<file path="src/rtl/alu_exec_unit_if.sv">
// rtl/alu_exec_unit_if.sv - Issue/result handshake bundle for the EX-stage execution unit.
interface alu_exec_unit_if #(
  parameter int DATA_WIDTH = 32
);
  logic                  flush;
  logic                  in_valid;
  logic                  in_ready;
  logic [3:0]            Operation;
  logic [DATA_WIDTH-1:0] SrcA;
  logic [DATA_WIDTH-1:0] SrcB;
  logic [4:0]            in_rd;
  logic                  out_valid;
  logic                  out_ready;
  logic [DATA_WIDTH-1:0] ALUResult;
  logic                  BranchTaken;
  logic [4:0]            out_rd;
  logic                  busy;

  modport master (
    output flush, in_valid, Operation, SrcA, SrcB, in_rd, out_ready,
    input  in_ready, out_valid, ALUResult, BranchTaken, out_rd, busy
  );

  modport slave (
    input  flush, in_valid, Operation, SrcA, SrcB, in_rd, out_ready,
    output in_ready, out_valid, ALUResult, BranchTaken, out_rd, busy
  );
endinterface

</file>
<file path="src/rtl/alu_exec_unit.sv">
// rtl/alu_exec_unit.sv - EX-stage ALU: single-cycle logic/add/compare, iterative shifts, valid/ready on both sides.
module alu_exec_unit #(
  parameter int DATA_WIDTH = 32,
  parameter int SHIFT_STEP = 4
) (
  input  logic            clk,
  input  logic            reset,
  alu_exec_unit_if.slave  bus
);
  localparam int SHW = $clog2(DATA_WIDTH);
  localparam logic [SHW-1:0] STEP_W = SHW'(SHIFT_STEP);

  localparam logic [3:0] OP_AND = 4'b0000, OP_OR  = 4'b0001, OP_ADD = 4'b0010, OP_SUB = 4'b0011,
                         OP_XOR = 4'b0100, OP_SRL = 4'b0101, OP_SLL = 4'b0110, OP_SRA = 4'b0111,
                         OP_EQ  = 4'b1000, OP_NE  = 4'b1010, OP_SLT = 4'b1100;

  typedef enum logic {IDLE, SHIFT} state_t;
  state_t state, state_next;

  logic [DATA_WIDTH-1:0] alu_res, sh_data, sh_next, result;
  logic [SHW-1:0]        shamt, sh_rem, sh_amt;
  logic [3:0]            sh_op;
  logic [4:0]            sh_rd, rd;
  logic                  alu_br, br, out_valid, is_shift, accept, start_shift, done_shift, in_ready;

  assign shamt       = bus.SrcB[SHW-1:0];
  assign is_shift    = (bus.Operation == OP_SRL) || (bus.Operation == OP_SLL) || (bus.Operation == OP_SRA);
  assign in_ready    = (state == IDLE) && (!out_valid || bus.out_ready) && !bus.flush;
  assign accept      = bus.in_valid && in_ready;
  assign start_shift = accept && is_shift && (shamt != '0);
  assign done_shift  = (state == SHIFT) && (sh_rem == sh_amt);

  // Zero-distance shifts fall through the single-cycle path with result = SrcA.
  always_comb begin
    alu_res = '0;
    alu_br  = 1'b0;
    case (bus.Operation)
      OP_AND:                 alu_res = bus.SrcA & bus.SrcB;
      OP_OR:                  alu_res = bus.SrcA | bus.SrcB;
      OP_ADD:                 alu_res = bus.SrcA + bus.SrcB;
      OP_SUB:                 alu_res = bus.SrcA - bus.SrcB;
      OP_XOR:                 alu_res = bus.SrcA ^ bus.SrcB;
      OP_SRL, OP_SLL, OP_SRA: alu_res = bus.SrcA;
      OP_EQ:                  alu_br  = (bus.SrcA == bus.SrcB);
      OP_NE: begin
        alu_res = bus.SrcB;
        alu_br  = (bus.SrcA != bus.SrcB);
      end
      OP_SLT: alu_res = {{(DATA_WIDTH-1){1'b0}}, ($signed(bus.SrcA) < $signed(bus.SrcB))};
      default: ;
    endcase
  end

  always_comb begin
    sh_amt = (int'(sh_rem) > SHIFT_STEP) ? STEP_W : sh_rem;
    case (sh_op)
      OP_SRL:  sh_next = sh_data >> sh_amt;
      OP_SLL:  sh_next = sh_data << sh_amt;
      OP_SRA:  sh_next = $signed(sh_data) >>> sh_amt;
      default: sh_next = sh_data;
    endcase
  end

  always_ff @(posedge clk or posedge reset) begin
    if (reset) state <= IDLE;
    else       state <= state_next;
  end

  always_comb begin
    state_next = state;
    case (state)
      IDLE:    if (start_shift) state_next = SHIFT;
      SHIFT:   if (done_shift)  state_next = IDLE;
      default: state_next = IDLE;
    endcase
    if (bus.flush) state_next = IDLE;
  end

  always_ff @(posedge clk or posedge reset) begin
    if (reset) begin
      out_valid <= 1'b0;
      result    <= '0;
      br        <= 1'b0;
      rd        <= '0;
      sh_data   <= '0;
      sh_rem    <= '0;
      sh_op     <= '0;
      sh_rd     <= '0;
    end else begin
      if (bus.flush) begin
        out_valid <= 1'b0;
      end else begin
        if (out_valid && bus.out_ready) out_valid <= 1'b0;
        if (accept && !start_shift) begin
          result    <= alu_res;
          br        <= alu_br;
          rd        <= bus.in_rd;
          out_valid <= 1'b1;
        end
        if (done_shift) begin
          result    <= sh_next;
          br        <= 1'b0;
          rd        <= sh_rd;
          out_valid <= 1'b1;
        end
      end
      if (accept) begin
        sh_data <= bus.SrcA;
        sh_rem  <= shamt;
        sh_op   <= bus.Operation;
        sh_rd   <= bus.in_rd;
      end else if (state == SHIFT) begin
        sh_data <= sh_next;
        sh_rem  <= sh_rem - sh_amt;
      end
    end
  end

  assign bus.in_ready    = in_ready;
  assign bus.out_valid   = out_valid;
  assign bus.ALUResult   = result;
  assign bus.BranchTaken = br;
  assign bus.out_rd      = rd;
  assign bus.busy        = (state == SHIFT);
endmodule

</file>
<file path="src/flat_wrapper.sv">
// flat-port wrapper written by rule: the top's interface ports become plain ports
module alu_exec_unit_flat 
#(
  parameter int DATA_WIDTH = 32,
  parameter int SHIFT_STEP = 4
)
  (clk, reset, bus_flush, bus_in_valid, bus_Operation, bus_SrcA, bus_SrcB, bus_in_rd, bus_out_ready, bus_in_ready, bus_out_valid, bus_ALUResult, bus_BranchTaken, bus_out_rd, bus_busy);
  alu_exec_unit_if #(.DATA_WIDTH(DATA_WIDTH)) bus_i ();
  input  logic clk;
  input  logic reset;
  input wire logic [$bits(bus_i.flush)-1:0] bus_flush;
  input wire logic [$bits(bus_i.in_valid)-1:0] bus_in_valid;
  input wire logic [$bits(bus_i.Operation)-1:0] bus_Operation;
  input wire logic [$bits(bus_i.SrcA)-1:0] bus_SrcA;
  input wire logic [$bits(bus_i.SrcB)-1:0] bus_SrcB;
  input wire logic [$bits(bus_i.in_rd)-1:0] bus_in_rd;
  input wire logic [$bits(bus_i.out_ready)-1:0] bus_out_ready;
  output wire logic [$bits(bus_i.in_ready)-1:0] bus_in_ready;
  output wire logic [$bits(bus_i.out_valid)-1:0] bus_out_valid;
  output wire logic [$bits(bus_i.ALUResult)-1:0] bus_ALUResult;
  output wire logic [$bits(bus_i.BranchTaken)-1:0] bus_BranchTaken;
  output wire logic [$bits(bus_i.out_rd)-1:0] bus_out_rd;
  output wire logic [$bits(bus_i.busy)-1:0] bus_busy;
  assign bus_i.flush = bus_flush;
  assign bus_i.in_valid = bus_in_valid;
  assign bus_i.Operation = bus_Operation;
  assign bus_i.SrcA = bus_SrcA;
  assign bus_i.SrcB = bus_SrcB;
  assign bus_i.in_rd = bus_in_rd;
  assign bus_i.out_ready = bus_out_ready;
  assign bus_in_ready = bus_i.in_ready;
  assign bus_out_valid = bus_i.out_valid;
  assign bus_ALUResult = bus_i.ALUResult;
  assign bus_BranchTaken = bus_i.BranchTaken;
  assign bus_out_rd = bus_i.out_rd;
  assign bus_busy = bus_i.busy;
  alu_exec_unit #(.DATA_WIDTH(DATA_WIDTH), .SHIFT_STEP(SHIFT_STEP)) u_core (.clk(clk), .reset(reset), .bus(bus_i));
endmodule
</file>
<file path="config.mk">
export PLATFORM = sky130hd
export DESIGN_NAME = alu_exec_unit_flat
export DESIGN_NICKNAME = d
export VERILOG_FILES = /design/src/rtl/alu_exec_unit_if.sv /design/src/rtl/alu_exec_unit.sv /design/src/flat_wrapper.sv
export SDC_FILE = /design/constraint.sdc
export NUM_CORES = 1
export LEC_CHECK = 0
export ABC_AREA = 1
export CORE_ASPECT_RATIO = 1.2
export CORE_MARGIN = 1.5
export CORE_UTILIZATION = 50
export CTS_CLUSTER_DIAMETER = 30
export CTS_CLUSTER_SIZE = 20
export DETAILED_ROUTE_END_ITERATION = 12
export GPL_TIMING_DRIVEN = 0
export PLACE_DENSITY_LB_ADDON = 0.15
export SLEW_MARGIN = 20
export SYNTH_ARGS = -nofsm -noshare
export SYNTH_HDL_FRONTEND = slang
export SYNTH_SLANG_ARGS = --single-unit
</file>
<file path="constraint.sdc">
create_clock -name clk -period 3.3 [get_ports clk]
set_input_delay 0.495 -clock clk [delete_from_list [all_inputs] [get_ports clk]]
set_output_delay 0.495 -clock clk [all_outputs]
set_load 0.02 [all_outputs]
</file>
# Word level (Yosys, flattened, before mapping)
# Index checks and enable logic that the tools add are counted.
# op_classes
addsub	3
order_cmp	2
eq_ne	16
shift	3
mux	22
bitwise	5
n_reduce_logical	21
# op_table
op	count
32-bit one-hot mux with 8 select lines	1
32-bit 2-to-1 mux	4
32-bit one-hot mux with 3 select lines	1
32-bit adder	1
32-bit bitwise AND	1
32-bit == test	1
32-bit < comparator	1
32-bit inequality test	1
32-bit OR	1
32-bit by 5-bit << shifter with 32-bit output	1
32-bit by 5-bit right shift with 32-bit output	1
32-bit by 5-bit >>> shifter with 32-bit output	1
32-bit subtractor	1
32-bit bitwise XOR	1
4-bit by 3-bit == test with 1-bit output, second input constant	7
5-bit 2-to-1 mux	5
4-bit == test, second input constant	3
1-bit 2-to-1 mux	9
4-bit by 2-bit == test with 1-bit output, second input constant	2
1-bit logical AND	8
5-bit == test	1
5-bit by 3-bit greater-than comparator with 1-bit output, second input constant	1
5-bit nonzero test	1
5-bit subtractor	1
other kinds (10)	17
# word_totals
regBits	86
in_bits	78

# Longest topological paths before layout
# depth
word_depth	12
mapped_depth	19
ltp_nobuf	18

# Least setup slack after synthesis
# No wires, ideal clock.
# synth_timing
path_type	input port to flip-flop
start	in bus_SrcA[0]
end	reg u_core.result[0] (netlist: u_core.bus.ALUResult[0])
t_arrival_ns	2.061
path_slack_ns	1.162
cell_stages	16
path_cell_list	inv_1 > ha_1 > fa_1 > inv_1 > nand2_1 > nand3_1 > nand2_1 > nand2_1 > nand2_1 > nand3_1 > nand2_1 > nand3_1 > nand3_1 > nand2_1 > nand2_1 > a21oi_1
# synth_via
elab_chain_cells	4
elab_cells_between_ends	9
cone_classes	2 x add/sub; 1 x order compare; 3 x mux; 3 x bitwise
# synth_lines
element	line	rtl
start, declared	flat_wrapper.sv:14	input wire logic [$bits(bus_i.SrcA)-1:0] bus_SrcA;
32-bit subtractor (tied with other cells)	alu_exec_unit.sv:41	OP_SUB: alu_res = bus.SrcA - bus.SrcB;
32-bit one-hot mux with 8 select lines (*)	alu_exec_unit.sv:37	case (bus.Operation)
32-bit 2-to-1 mux (*)	alu_exec_unit.sv:94	if (accept && !start_shift) begin
32-bit 2-to-1 mux (*)	alu_exec_unit.sv:100	if (done_shift) begin
end signal, assigned	alu_exec_unit.sv:95	result <= alu_res;
end signal, assigned	alu_exec_unit.sv:101	result <= sh_next;
end, declared	alu_exec_unit.sv:20	logic [DATA_WIDTH-1:0] alu_res, sh_data, sh_next, result;
# Every way passes the cells marked *; elsewhere a longest branch is shown, timed or not. The select of a mux whose other input is x is not followed.
# A chain may end at the register's enable or synchronous reset.

# Final worst setup path
# layout_timing
start	in bus_SrcB[2]
end	reg u_core.result[31] (netlist: u_core.bus.ALUResult[31])
# layout_via
elab_chain_cells	6
elab_cells_between_ends	11
cone_classes	2 x add/sub; 3 x mux; 6 x reduce/logical
# layout_lines
element	line	rtl
start, declared	flat_wrapper.sv:15	input wire logic [$bits(bus_i.SrcB)-1:0] bus_SrcB;
parallel branches: the longest is 6 deep, another holds 32-bit subtractor	-	
# Several ways; the timed one is not identified. The select of a mux whose other input is x is not followed.

==> metrics <==
vias in the first global route=16270; core outline area=25700 µm²; Synth area leaders=nand2_1, dfrtp_1, inv_1, nand3_1, ha_1; cell at the slowest stage of the critical path=clkdlybuf4s50_1; placed instance area=between 10000 and 15000 µm²; upper clock frequency limit=around 310 MHz; crit path kind=in2reg; io pins=between 100 and 150; pwr dens=~420 nW/µm²; Yosys Warn Count=0; Syn Nets=2520; outcome=completed; Final nets=around 2700; Die Y=180.8 µm; Req. time, crit path=between 3 and 4 ns; pin count of the biggest net entering global routing=50; Slew @ Worst Pin=approximately 1.1 ns; post-synth top area share=0.2151; most frequent CP cell=nand2_1; Antenna Nets Post-Route=0; first-pass GRT wire length=90830 µm; starting density of the core=0.5126; Chip Width=151.2 µm; gr usage total=0.4424; syn_area_per_cell=between 5 and 6 µm²; startpoint types=input pin; iteration count of the initial detailed-routing pass=6; layout cells sized above 1=0.05353; most used routing layer=met2; Primary FF master, synth=dfrtp_1; r2r endpoint=u_core.bus.ALUResult[0]; Seq/Total Area, Yosys=0.1633; clk root buf=clkbuf_16; CTS tree=built; DRT iter0 DRCs=approximately 2200; Critical Path, Cell by Cell=clkdlybuf4s50_1 -> inv_1 -> ha_1 -> buf_2 -> inv_1 -> a21oi_1 -> nand2_1 -> nand2_1 -> nand2_1 -> nand2_1 -> nand2_1 -> nand2_1 -> nand2_1 -> nand2_1 -> nand3_1 -> nand3_1 -> nand2_1 -> a21oi_1; grt met1 use=0.5187; max_cap viols=0; cell area after synthesis=about 13000 µm²; critical path depth=18; Slew Limit Fails=0; worst hold path type=reg2reg; LEAKAGE=roughly 8 nW; antenna diode count=0; IO buf count=between 100 and 150; total number of vias=about 17000; synthesis-stage register bit count=86; final setup vio count=0; Cell Rows=64; worst r2r src=u_core.sh_op[1]; hold path endpoint=u_core.sh_rd[1]; setup TNS=0 ns; post-CTS setup repair buffer count=0; Clock Skew=around 0.0096 ns; crit-path leading delay family=simple AND/OR/NAND/NOR gates; Vias/cell=between 6 and 7; drt total wl=approximately 60000 µm; R2R depth=11; top-count cell post-synth=nand2_1; P&R area growth vs syn=14.48%; Final Hold Fails=0; Avg WL per Cell=~22 µm; Tmin final=approximately 3.2 ns; post-route total power=approximately 6.3 mW; Mapped Cells=2331; GR Layer Usage met3=0.07045; grt ovf=0; Rel. slew slack=0.2446; Final Cycle Share=0.9654; ys async rst share=1.000; cell depth of the worst min-delay path=2; Arrival @ worst endpoint=approximately 3.5 ns; RSZ-0062 raised after global routing=no; Worst-path clk slew=roughly 0.070 ns; critical path endpoint category=register; Max Buffers Root-to-Sink=2; Final Wtd Congestion=1.085; CTS buffer count=9; Max stage delay on crit path=0.55 ns; H-tree depth=3; Clock Latency Late Sink=0.36 ns; overall die area=27340 µm²; initial antenna violation count=0; dpl hpwl=48720 µm; EDFF count, synth=0; M2 GR Usage=0.7184; reg2reg setup slack=between 0.5 and 0.6 ns; Finished Cell Area=between 15000 and 20000 µm²; synth unique cells=between 50 and 60; HP Start=u_core.sh_rd[1]; worst vdd ir=about 0.00032 V; Max FO, Critical Path=10; clock sinks=86; leading area contributor after synthesis=nand2_1; Synth top cells by count=nand2_1, inv_1, nand3_1; DRC viols=0; Buf/Inv on CP=4
==> cells in the final DEF, fill, tap and decap left out, drive strengths merged, types with 5 or more instances in the layout <==
| cell type | instances |
|---|---|
| clkbuf | 40 |
| buf | 78 |
| clkdlybuf4s50 | 118 |
| nand4 | 23 |
| ha | 109 |
| o21bai | 7 |
| dfrtp | 86 |
| and2 | 5 |
| o221ai | 32 |
| o21ai | 89 |
| nand2 | 758 |
| nor2 | 174 |
| nor3 | 11 |
| a211oi | 26 |
| o22ai | 66 |
| a21oi | 125 |
| o211ai | 20 |
| a31oi | 10 |
| inv | 384 |
| nand3 | 276 |
==> final cells by class <==
| class | instances | area, µm² |
|---|---|---|
| Buffer | 107 | 560.5 |
| Clock buffer | 10 | 239.0 |
| Clock inverter | 6 | 50.05 |
| Fill cell | 2686 | 10620 |
| Inverter | 383 | 1449 |
| Multi-Input combinational cell | 1755 | 9019 |
| Sequential cell | 86 | 2152 |
| Tap cell | 330 | 412.9 |
| Timing Repair Buffer | 119 | 1201 |
==> per-stage QoR <==
step | setup slack, ns | utilization | instances | hold slack [ns]
after floorplan | 0.5832 | - | 2331 | 0.4492
after global placement | -0.7800 | 0.5746 | 2779 | 0.4626
after detailed placement | -0.2618 | 0.5754 | 2780 | 0.4654
after CTS | 0.09652 | 0.5867 | 2796 | 0.4839
after global routing | 0.0003244 | 0.5868 | 2796 | 0.5086
final | 0.1143 | 0.5868 | 2796 | 0.4877
==> worst register-to-register path, delay by kind of cell, from the launching register on <==
family,cells,cell delay [ns]
and+or+nand+nor,3,0.63
DFF,1,0.46
AOI/OAI and AO/OA,4,0.65
buffers and inverters,4,0.96
==> per-layer routing <==
layer	up-vias	part of all wire
met2	1201	0.46
met3	342	0.099
li1	7812	-
met4	0	0.085
met1	7726	0.36
met5	-	0
==> kinds of logic (layout without fill, tap and decap cells) <==
kind of cell    count (synthesis)  in the layout  share of synthesized area
flops                          86             86                     0.1633
fa+ha+maj                     111            111                     0.1066
compound gates                386            386                     0.1795
buf+inv                       490            625                     0.1523
other cells                     1              1                  0.0002846
simple gates                 1257           1257                     0.3980
==> worst max path at each step <==
stage | start | end | slack, ns
final | bus_SrcB[2] | u_core.bus.ALUResult[31] | 0.11
after global routing | bus_SrcB[2] | u_core.bus.ALUResult[31] | 0.0003
after CTS | bus_SrcA[17] | u_core.bus.ALUResult[19] | 0.1
after detailed placement | bus_SrcA[18] | u_core.bus.ALUResult[19] | -0.26
after global placement | reset | u_core.sh_data[4] | -0.78
after floorplan | reset | u_core.bus.ALUResult[0] | 0.58
==> what timing repair did <==
action | 4_1_cts | 5_1_grt
resized for setup | 0 | 1
hold buffers | 0 | 0
setup endpoints to repair | 0 | 1
==> registers in the layout, summed over array words and instances (netlist names) <==
signal                  count
u_core.bus.out_rd           5
u_core.bus.BranchTaken      1
u_core.bus.out_valid        1
u_core.bus.ALUResult       32
u_core.sh_rd                5
u_core.sh_data             32
u_core.sh_rem               5
u_core.sh_op                4
u_core.bus.busy             1
==> power breakdown <==
part           total (mW)  leakage, nW  internal (mW)  switching, mW
logic                3.79         6.85           1.21           2.58
registers            1.52         1.04           1.30          0.219
clock network        1.02        0.142          0.543          0.475
total                6.33         8.03           3.05           3.28
Power figures use the tool's default switching activity.
